$ cat config.mk
export PLATFORM = sky130hd
export DESIGN_NAME = fetch_sequencer
export DESIGN_NICKNAME = d
export VERILOG_FILES = /design/src/rtl/fetch_sequencer.sv
export SDC_FILE = /design/constraint.sdc
export NUM_CORES = 1
export LEC_CHECK = 0
export ABC_CLOCK_PERIOD_IN_PS = 1750
export CAP_MARGIN = 20
export CELL_PAD_IN_SITES_DETAIL_PLACEMENT = 1
export CELL_PAD_IN_SITES_GLOBAL_PLACEMENT = 2
export CORE_ASPECT_RATIO = 2
export CORE_UTILIZATION = 19
export CTS_CLUSTER_SIZE = 12
export DETAILED_ROUTE_END_ITERATION = 10
export PLACE_DENSITY = 0.79
export REMOVE_ABC_BUFFERS = 1
export SLEW_MARGIN = 20
export SYNTH_ARGS = -nofsm -noshare
export SYNTH_HDL_FRONTEND = slang
export SYNTH_SLANG_ARGS = --single-unit
$ cat constraint.sdc
create_clock -name CLK -period 1.75 [get_ports CLK]
set_clock_uncertainty 0.05 [all_clocks]
set_input_delay 0.2625 -clock CLK [delete_from_list [all_inputs] [get_ports CLK]]
set_output_delay 0.2625 -clock CLK [all_outputs]
set_load 0.03 [all_outputs]
$ cat src/rtl/fetch_sequencer.sv
// -----------------------------------------------------------------------------
// fetch_sequencer
//
// Control FSM for the 4-bit processor fetch path. It drives the program
// counter (ENC increment, NBL/LOADC parallel load) and the fetch register
// (ENF), decodes the fetched instruction to sequence single-byte ops,
// two-byte jumps (taken / not-taken) and halt, and provides the ALU execute
// strobe (PHASE).
//
// Ports:
//   CLK     in   system clock, rising edge
//   RESETN  in   asynchronous active-low reset
//   START   in   level; leave IDLE and begin fetching
//   STOP    in   level; return to IDLE at the next instruction boundary
//   INS     in   [3:0] fetched opcode nibble (fetch register high nibble)
//   OPRN    in   [3:0] fetched operand nibble (fetch register low nibble)
//   PRBT    in   [7:0] ROM byte currently addressed by the PC
//   C_FLAG  in   carry flag (sampled in EXEC only)
//   Z_FLAG  in   zero flag (sampled in EXEC only)
//   ENC     out  PC increment enable
//   ENF     out  fetch register capture enable
//   NBL     out  PC parallel load
//   LOADC   out  [11:0] PC load value, {OPRN,PRBT} during JMPLD else 0
//   PHASE   out  ALU execute strobe, 1 in EXEC
//   HALTED  out  1 in HALT
//   ICOUNT  out  [7:0] executed instruction count, wraps 255->0
// -----------------------------------------------------------------------------
module fetch_sequencer #(
  parameter logic [3:0] JMP_OP = 4'b1111,
  parameter logic [3:0] JC_OP  = 4'b1110,
  parameter logic [3:0] JZ_OP  = 4'b1101,
  parameter logic [3:0] HLT_OP = 4'b0000
) (
  input  logic        CLK,
  input  logic        RESETN,
  input  logic        START,
  input  logic        STOP,
  input  logic [3:0]  INS,
  input  logic [3:0]  OPRN,
  input  logic [7:0]  PRBT,
  input  logic        C_FLAG,
  input  logic        Z_FLAG,
  output logic        ENC,
  output logic        ENF,
  output logic        NBL,
  output logic [11:0] LOADC,
  output logic        PHASE,
  output logic        HALTED,
  output logic [7:0]  ICOUNT
);

  typedef enum logic [2:0] {
    S_IDLE  = 3'd0,
    S_FETCH = 3'd1,
    S_EXEC  = 3'd2,
    S_JMPLD = 3'd3,
    S_HALT  = 3'd4
  } state_t;

  state_t      state_q, state_d;
  logic [7:0]  icount_q, icount_d;
  logic        enf_q, enf_d;
  logic        nbl_q, nbl_d;
  logic        phase_q, phase_d;
  logic        halted_q, halted_d;
  logic        enc_c;

  // Opcode decode; only consulted while in EXEC so an unknown INS in any
  // other state cannot disturb the sequencing.
  logic is_hlt, jmp_taken, jmp_not_taken;

  always_comb begin
    is_hlt        = (INS == HLT_OP);
    jmp_taken     = (INS == JMP_OP) ||
                    ((INS == JC_OP) && C_FLAG) ||
                    ((INS == JZ_OP) && Z_FLAG);
    jmp_not_taken = ((INS == JC_OP) && !C_FLAG) ||
                    ((INS == JZ_OP) && !Z_FLAG);
  end

  always_comb begin
    state_d  = state_q;
    icount_d = icount_q;
    enc_c    = 1'b0;

    case (state_q)
      S_IDLE: begin
        // STOP wins a START/STOP race.
        if (START && !STOP) state_d = S_FETCH;
      end
      S_FETCH: begin
        // PC steps past the opcode byte on the same edge the fetch
        // register captures it.
        enc_c   = 1'b1;
        state_d = S_EXEC;
      end
      S_EXEC: begin
        icount_d = icount_q + 8'd1;
        if (is_hlt) begin
          state_d = S_HALT;
        end else if (jmp_taken) begin
          // PC stays on the target-low byte so JMPLD can read it on PRBT.
          state_d = S_JMPLD;
        end else begin
          // A not-taken conditional jump skips its second byte here.
          enc_c   = jmp_not_taken;
          state_d = STOP ? S_IDLE : S_FETCH;
        end
      end
      S_JMPLD: begin
        state_d = STOP ? S_IDLE : S_FETCH;
      end
      S_HALT: begin
        state_d = S_HALT;
      end
      default: begin
        state_d = S_IDLE;
      end
    endcase

    // Moore strobes are precomputed from the next state so they leave
    // the flops glitch-free and clear instantly on reset.
    enf_d    = (state_d == S_FETCH);
    phase_d  = (state_d == S_EXEC);
    nbl_d    = (state_d == S_JMPLD);
    halted_d = (state_d == S_HALT);
  end

  always_ff @(posedge CLK or negedge RESETN) begin
    if (!RESETN) begin
      state_q  <= S_IDLE;
      icount_q <= 8'd0;
      enf_q    <= 1'b0;
      nbl_q    <= 1'b0;
      phase_q  <= 1'b0;
      halted_q <= 1'b0;
    end else begin
      state_q  <= state_d;
      icount_q <= icount_d;
      enf_q    <= enf_d;
      nbl_q    <= nbl_d;
      phase_q  <= phase_d;
      halted_q <= halted_d;
    end
  end

  assign ENC    = enc_c;
  assign ENF    = enf_q;
  assign NBL    = nbl_q;
  assign PHASE  = phase_q;
  assign HALTED = halted_q;
  assign ICOUNT = icount_q;
  // The jump target is assembled from the live second ROM byte, so it is
  // combinational and gated by the registered load strobe.
  assign LOADC  = nbl_q ? {OPRN, PRBT} : 12'h000;

endmodule

==> results by group, run 1 <==
Status
  • Status: finished with violations
  • Violated checks: negative setup slack

STA
  • Hold WS: 0.292 ns
  • Post-route minimum period: 1.82 ns
  • Worst-Margin Slew: 0.328 ns
  • Fmax: 550 MHz
  • Final hold violation count: 0
  • Max-slew headroom: 78.1%
  • Final setup fails: 2
  • Final Max Tran Viols: 0
  • Final worst slack: -0.0689 ns
  • Final period util: 104%
  • RSZ-0062 raised after global routing: yes

Clocking
  • Sinks on Clock Net: 15
  • Clock latency on the worst-skew pair: 0.24 ns
  • CTS tree: built
  • CTS max path bufs: 2
  • Num CTS Buffers: 3
  • H-Tree Depth: 1
  • Clock transition at the registers of the reported paths: 0.06 ns
  • CTS root buf: clkbuf_8

Synthesis
  • Post-synth EDFFs: 0
  • Synthesis-stage register bit count: 15
  • Syn Std Cell Area: 741 µm²
  • Register area share after synthesis: 50.7%
  • Netlist cell types: 23
  • Synth warn: 0
  • Synth area leaders: dfrtp_1 51%, and2_1 10%, xnor2_1 8.3%
  • Top cell type's share of synthesized area: 50.7%
  • Area leader, netlist: dfrtp_1
  • Mapped Cells: 72
  • Post-synth top flop: dfrtp_1
  • Ys async rst share: 100%
  • Top-count cell post-synth: dfrtp_1
  • Syn avg cell area: 10.3 µm²
  • Commonest cells in the netlist: 15 x dfrtp_1, 12 x and2_1, 8 x nand2_1, 7 x xnor2_1, 5 x nor2_1

Final layout
  • Share of layout cells above drive strength 1: 24.2%
  • Nets: 152
  • Inserted Diodes: 0
  • Final non-filler cell total: 177
  • P&R area growth vs syn: 82.3%
  • Post-route cell area: 1350 µm²

Worst setup path
  • CP delay by family, top: simple AND/OR/NAND/NOR gates
  • Slowest stage delay, CP: 0.43 ns
  • Critical path buffer and inverter count: 1
  • WP data arrival: 1.51 ns
  • Crit path from: state_q[2]
  • Reg2reg start: state_q[2]
  • CP cell instances: or3b_4, o41ai_4, buf_4
  • Startpoint Class: flip-flop
  • CP Max Fanout: 2
  • Slowest-stage cell, CP: or3b_4
  • Required @ worst endpoint: 1.44 ns
  • Crit path capture type: output port
  • Kind of critical path: flip-flop to output port

Power and ir drop
  • Clk network pwr share: 20.7%
  • Internal cell power: 847 µW
  • IR drop worst, VDD: 0.000415 V
  • Sequential Power Share: 37.2%
  • Pwr per Cell Area: 977 nW/µm²
  • Combinational Power Share: 42.1%
  • Switching share of power: 35.8%
  • Pleak: 0.000630 µW
  • P_sw: 472 µW

Placement
  • DP Area: 1270 µm²
  • I/O Buffers: 46
  • Placed Instances: 172
  • Pre-CTS setup slack: -0.177 ns
  • GPL Wtd Cong: 0.778
  • Dpl hpwl: 1.94 mm

Floorplanning
  • Die Ht: 90.3 µm
  • Die ar.: 4170 µm²
  • Placeable Area: 3680 µm²
  • Initial Util: 20.1%
  • Site row count: 31
  • Num ports: 47
  • Die width: 46.2 µm

Routing
  • First drt pass iteration count: 2
  • DRC Markers: 0
  • Antenna viol nets, final: 0
  • Drt wl/cell: 13.7 µm
  • Total number of vias: 741
  • First DRT Iteration DRCs: 1
  • Via density: 4.19
  • Post-Route WL: 2.43 mm

Global routing
  • Remaining Overflow, GRT: 0
  • Gr usage total: 12.7%
  • Initial antenna violation count: 0
  • Vias in the first global route: 816
  • First-pass GRT wire length: 3.73 mm
  • Largest net degree at the start of global routing: 16

Worst hold path
  • Hold crit path type: input pin to asynchronous set/reset pin

Run
  • Max-Cap Viols: 0
[worst register-to-register path: stages, from the launching register on]
cell and delay (ns):
dfrtp_1 0.39, or3b_4 0.43, buf_4 0.17, or4_4 0.50, inv_2 0.08, nor2_1 0.04
[power by group through the flow]
stage | logic [µW] | registers [µW] | clock network, µW
3_3_place_gp | 522 | 494 | 0
3_5_place_dp | 534 | 496 | 0
2_1_floorplan | 156 | 605 | 0
4_1_cts | 561 | 491 | 284
5_1_grt | 596 | 501 | 302
6_report | 555 | 491 | 273
[registers in the layout, summed over array words and instances (netlist names)]
signal	cells
HALTED	1
PHASE	1
ENF	1
NBL	1
state_q	3
ICOUNT	8
[per-layer routing]
layer	part of all wire, %	global-route usage [%]	vias to the layer above
met3	6.1	0.800	4
li1	-	-	353
met4	2.6	8.33	0
met5	0	0	-
met2	60	24.5	42
met1	32	10.7	342
[per-stage QoR]
stage	power [µW]	util, %	TNS (ns)
floorplan	761	-	-0.494
global placement	1020	34.5	-0.0575
detailed placement	1030	34.5	-0.242
CTS	1340	36.6	-0.0903
global route	1400	36.6	-0.205
finish	1320	36.6	-0.0868
[cells in the final DEF, fill, tap and decap left out, drive strengths merged, types with 3 or more instances in the layout]
cell type,synthesis,routed
xnor2,7,7
clkbuf,1,4
nand4,4,4
dfrtp,15,15
and2,12,12
nor2,5,5
buf,0,20
clkdlybuf4s50,0,32
nand2,8,8
nor2b,3,3
[worst paths after layout]
check,to,slack (ns),depth (start not counted)
max reg2reg,ENF,-0.02,5
min,PHASE,0.29,2
max in group asynchronous,ICOUNT[2],1.18,2
min reg2reg,ICOUNT[7],0.42,1
max,ENC,-0.07,3
min in group CLK,ICOUNT[7],0.42,1
[what timing repair did]
action,in CTS,in global routing
setup buffers,1,0
cloned,0,0
pin swaps,4,0
hold buffers,0,0
setup endpoints to repair,1,2
gates resized for setup,5,1
[final cells by class]
type	count	area (µm²)
multi-input cells	54	382
repair buffers	53	479
well taps	49	61.3
flip-flops and latches	15	375
clock buffers	4	45.0
fillers	437	2330
inverters	2	7.51
[cells by family (layout without fill, tap and decap cells)]
| family | after synthesis | in the layout | share of synthesized area, % |
|---|---|---|---|
| and+or+nand+nor | 42 | 42 | 34.1 |
| xor gates and xnor gates | 7 | 7 | 8.28 |
| AOI/OAI and AO/OA | 4 | 4 | 3.72 |
| adders and majority gates | 1 | 1 | 1.69 |
| DFF | 15 | 15 | 50.7 |
| buffers and inverters | 3 | 59 | 1.52 |
Note: power is estimated with default switching activity, not from simulation.
==> run 2: changes to the inputs <==
Settings changed: ABC_CLOCK_PERIOD_IN_PS 1750 to 1790, CAP_MARGIN 20 to default.
Clock period 1.75 ns to 1.79 ns, I/O delays scaled along.
==> run 2 against run 1 <==
Compared with the run above: the run still ends with negative setup slack left; sequential power down 2%; global-route usage down 1.2 points; power down 2.6%; first-iteration DRC count rose to 10 times the previous value; via count up 0.40%; clock power down 3%.
==> results by group, run 2 (synthesis gave the netlist of run 1 again) <==
Status
  • Status: finished with violations
  • Violated checks: negative setup slack

Power and ir drop
  • Sequential Power Share: 37.4%
  • Combinational Power Share: 41.8%
  • Pwr per Cell Area: 950 nW/µm²
  • Internal cell power: 827 µW
  • Pleak: 0.000645 µW
  • P_sw: 458 µW
  • Clk network pwr share: 20.7%
  • Switching share of power: 35.6%
  • IR drop worst, VDD: 0.000451 V
  • Total power draw: 1290 µW

Worst setup path
  • Required @ worst endpoint: 1.47 ns
  • CP cell instances: or3b_4, o41ai_4, buf_4
  • CP Max Fanout: 4
  • Reg2reg start: state_q[1]
  • Slowest stage delay, CP: 0.42 ns
  • Crit path capture type: output port
  • Slowest-stage cell, CP: or3b_4
  • R2R setup slack: 0.02 ns
  • CP delay by family, top: simple AND/OR/NAND/NOR gates
  • Critical path buffer and inverter count: 1
  • Startpoint Class: flip-flop
  • Kind of critical path: flip-flop to output port
  • Crit path from: state_q[1]
  • WP data arrival: 1.49 ns

Clocking
  • Num CTS Buffers: 3
  • CTS root buf: clkbuf_8
  • Sinks on Clock Net: 15
  • CTS tree: built
  • H-Tree Depth: 1
  • Clock latency on the worst-skew pair: 0.24 ns
  • Clock transition at the registers of the reported paths: 0.06 ns
  • CTS max path bufs: 2

Global routing
  • Initial antenna violation count: 0
  • Gr usage total: 11.5%
  • Largest net degree at the start of global routing: 16
  • Vias in the first global route: 769
  • Remaining Overflow, GRT: 0
  • First-pass GRT wire length: 3.46 mm

STA
  • Max-slew headroom: 71.8%
  • RSZ-0062 raised after global routing: yes
  • Final worst slack: -0.0191 ns
  • Fmax: 553 MHz
  • Worst-Margin Slew: 0.421 ns
  • Post-route minimum period: 1.81 ns
  • Final hold violation count: 0
  • Hold WS: 0.286 ns
  • Final Max Tran Viols: 0
  • Final period util: 101%
  • Final setup fails: 1

Routing
  • First DRT Iteration DRCs: 10
  • Met3 WL: 177 µm
  • Antenna viol nets, final: 0
  • Max Used Layer: met4
  • DRC Markers: 0
  • M1 WL: 726 µm
  • Via density: 4.20
  • First drt pass iteration count: 2
  • Total number of vias: 744
  • DR WL met2: 1.37 mm
  • Drt wl/cell: 13.1 µm
  • Post-Route WL: 2.32 mm

Final layout
  • Most frequent cells in the layout: 30 x clkdlybuf4s50_1, 19 x buf_4, 15 x dfrtp_1
  • P&R area growth vs syn: 82.6%
  • Inserted Diodes: 0
  • Nets: 152
  • Max FFs per register: 8
  • Commonest non-fill, non-tap cell in the layout: clkdlybuf4s50_1
  • Share of layout cells above drive strength 1: 23.4%

Floorplanning
  • Die ar.: 4170 µm²
  • Initial Util: 20.1%
  • Site row count: 31
  • Placeable Area: 3680 µm²
  • Die Ht: 90.3 µm
  • Die width: 46.2 µm
  • Num ports: 47

Worst hold path
  • Hold crit path type: input pin to asynchronous set/reset pin

Placement
  • Dpl hpwl: 1.86 mm
  • GPL Wtd Cong: 0.748
  • I/O Buffers: 46

Run
  • Max-Cap Viols: 0
[run 2: final cells by class]
class                           instances  area, µm²
Timing Repair Buffer                   53        484
Tap cell                               49       61.3
Sequential cell                        15        375
Multi-Input combinational cell         54        379
Fill cell                             426       2330
Inverter                                2       7.51
Clock buffer                            4       45.0
[run 2: timing repair]
action / in CTS / in global routing
gates resized for setup: 5 / 3
endpoints found under the hold margin: 0 / 0
endpoints found under the setup margin: 2 / 2
hold buffers: 0 / 0
pin swaps: 3 / 2
buffers inserted: 2 / 2
[run 2: routing by layer]
layer | vias up | global-route usage [%]
met3 | 4 | 0.600
li1 | 352 | -
met2 | 42 | 22.9
met4 | 0 | 6.62
met5 | - | 0
met1 | 346 | 9.61
[run 2: path summary, 6_finish.rpt]
check | end | cells after the start
max | ENC | 3
min in group CLK | ICOUNT[7] | 1
min reg2reg | ICOUNT[7] | 1
max reg2reg | ENF | 5
min | ICOUNT[5] | 2
max in group asynchronous | NBL | 2
[run 2: per-stage QoR]
step           utilization [%]  worst slack (ns)  instances  TNS [ns]  area, µm²
6_report                  36.7           -0.0191        177   -0.0191       1350
5_1_grt                   36.7           -0.0939        177    -0.139       1350
4_1_cts                   35.8           -0.0233        175   -0.0233       1320
3_5_place_dp              33.9            -0.145        169    -0.188       1250
3_3_place_gp              33.9           -0.0236        169   -0.0236       1250
2_1_floorplan                -            -0.460         71    -0.460        737
[run 2: power by group through the flow]
stage               Combinational, µW  Clock (µW)  Sequential, µW
finish                            537         266             481
global route                      570         290             492
CTS                               526         273             482
detailed placement                500           0             490
global placement                  492           0             487
floorplan                         153           0             591
==> run 3: changes to the inputs <==
Settings changed: ABC_CLOCK_PERIOD_IN_PS 1790 to 2200, CORE_UTILIZATION 19 to 21, PLACE_DENSITY 0.79 to 0.86, TNS_END_PERCENT from default to 1.
Clock period 1.79 ns to 2.2 ns, I/O delays scaled along.
==> run 3 against run 2 <==
Compared with the run above: the run ends with design-rule violations left; clock power fell by 21%; non-clock buffer count fell by 7; setup slack improved by 0.20 ns; critical path type unchanged; critical endpoint unchanged; largest power group is now registers; highest routed layer is now met3.
==> results by group, run 3 (synthesis gave the netlist of run 1 again) <==
Worst setup path
  • Crit path capture type: output port
  • CP Max Fanout: 7
  • R2R setup slack: 0.49 ns
  • Kind of critical path: flip-flop to output port
  • Startpoint Class: flip-flop
  • RR Endpoint: ENF
  • WP data arrival: 1.63 ns
  • Required @ worst endpoint: 1.82 ns
  • Reg2reg start: state_q[0]
  • R2R depth: 4

Final layout
  • Max FFs per register: 8
  • Commonest non-fill, non-tap cell in the layout: clkdlybuf4s50_1
  • Area of the multi-input gates: 362 µm²
  • Register area: 375 µm²
  • P&R area growth vs syn: 73.8%
  • Share of layout cells above drive strength 1: 8.26%
  • # fillers: 410
  • Most frequent cells in the layout: 45 x clkdlybuf4s50_1, 15 x dfrtp_1, 12 x and2_1
  • Nets: 145
  • Inserted Diodes: 0
  • Final non-filler cell total: 153

STA
  • Final hold violation count: 0
  • Max-slew headroom: 57.3%
  • Post-route minimum period: 2.01 ns
  • Final setup fails: 0
  • Final period util: 91.6%
  • RSZ-0062 raised after global routing: no
  • Final Max Tran Viols: 0
  • Worst-Margin Slew: 0.639 ns
  • Fmax: 496 MHz

Floorplanning
  • Initial Util: 21.9%
  • Die Ht: 86.0 µm
  • Die width: 44.0 µm
  • Die ar.: 3780 µm²
  • Placeable Area: 3380 µm²
  • Site row count: 30
  • Num ports: 47

Clocking
  • # hold bufs at CTS: 0
  • Clock latency on the worst-skew pair: 0.24 ns
  • Sinks on Clock Net: 15
  • CTS root buf: clkbuf_8
  • Post-CTS sizing: 0
  • Total setup buffers inserted after CTS: 0
  • Clock transition at the registers of the reported paths: 0.06 ns
  • CTS max path bufs: 2
  • Num CTS Buffers: 3
  • H-Tree Depth: 1
  • CTS tree: built

Global routing
  • Remaining Overflow, GRT: 0
  • First-pass GRT wire length: 3.47 mm
  • Largest net degree at the start of global routing: 16
  • Initial antenna violation count: 0
  • Vias in the first global route: 752
  • Gr usage total: 12.4%

Placement
  • I/O Buffers: 46
  • Placed Instances: 149
  • GPL Wtd Cong: 0.692
  • Dpl hpwl: 1.91 mm

Power and ir drop
  • Clk network pwr share: 20.9%
  • Sequential Power Share: 40.0%
  • Combinational Power Share: 39.2%
  • Internal cell power: 648 µW
  • Pwr per Cell Area: 777 nW/µm²
  • Pleak: 0.000558 µW
  • IR drop worst, VDD: 0.000315 V
  • P_sw: 352 µW
  • Total power draw: 1000 µW
  • Switching share of power: 35.2%

Routing
  • First DRT Iteration DRCs: 15
  • Via density: 4.68
  • Drt wl/cell: 14.2 µm
  • Antenna viol nets, final: 0
  • DRC Markers: 9
  • Post-Route WL: 2.17 mm
  • Total number of vias: 716
  • First drt pass iteration count: 6

Status
  • Status: finished with violations
  • Violated checks: design-rule violations

Worst hold path
  • Hold crit path type: input pin to asynchronous set/reset pin

Run
  • Max-Cap Viols: 0
==> run 3: power by group through the flow <==
stage          clock network, µW  registers, µW  logic, µW
3_3_place_gp                   0            399        384
3_5_place_dp                   0            406        393
6_report                     209            400        392
4_1_cts                      215            401        395
5_1_grt                      226            413        422
2_1_floorplan                  0            481        124
==> run 3: how the worst max path moves through the flow <==
stage	start	to	slack (ns)	cells past startpoint
2_1_floorplan	state_q[0]	ENC	-0.11	2
3_3_place_gp	PRBT[7]	LOADC[7]	0.23	3
3_5_place_dp	PRBT[5]	LOADC[5]	0.21	3
4_1_cts	state_q[0]	ENC	0.12	3
5_1_grt	state_q[0]	ENC	0.1	3
6_report	state_q[0]	ENC	0.19	3
==> run 3: metrics by stage <==
step / hold slack, ns / utilization (%) / worst slack, ns / area [µm²] / setup TNS, ns
6_report: 0.435 / 38.1 / 0.186 / 1290 / 0
5_1_grt: 0.486 / 38.1 / 0.0976 / 1290 / 0
4_1_cts: 0.450 / 37.9 / 0.121 / 1280 / 0
3_5_place_dp: 0.438 / 36.6 / 0.211 / 1230 / 0
3_3_place_gp: 0.412 / 36.6 / 0.231 / 1230 / 0
2_1_floorplan: -0.0156 / - / -0.111 / 737 / -0.111
==> run 3: routing by layer <==
metal  global-route usage [%]  wire length [µm]
met5                        0                 0
met4                     3.31                 0
met3                     1.26               177
met2                     26.9              1400
met1                     10.6               599
==> run 3: worst max-delay path: stages (launching register included) <==
cell and delay, ns:
dfrtp_1 0.46, or3b_4 0.46, o41ai_2 0.28, buf_4 0.21
==> run 3: final cells by class <==
type                       instances  share of cell area, %
timing repair buffer              46                   35.6
sequential                        15                   29.2
multi-input combinational         54                   28.1
clock buffer                       4                   3.50
tap                               32                   3.11
inverter                           2                  0.583
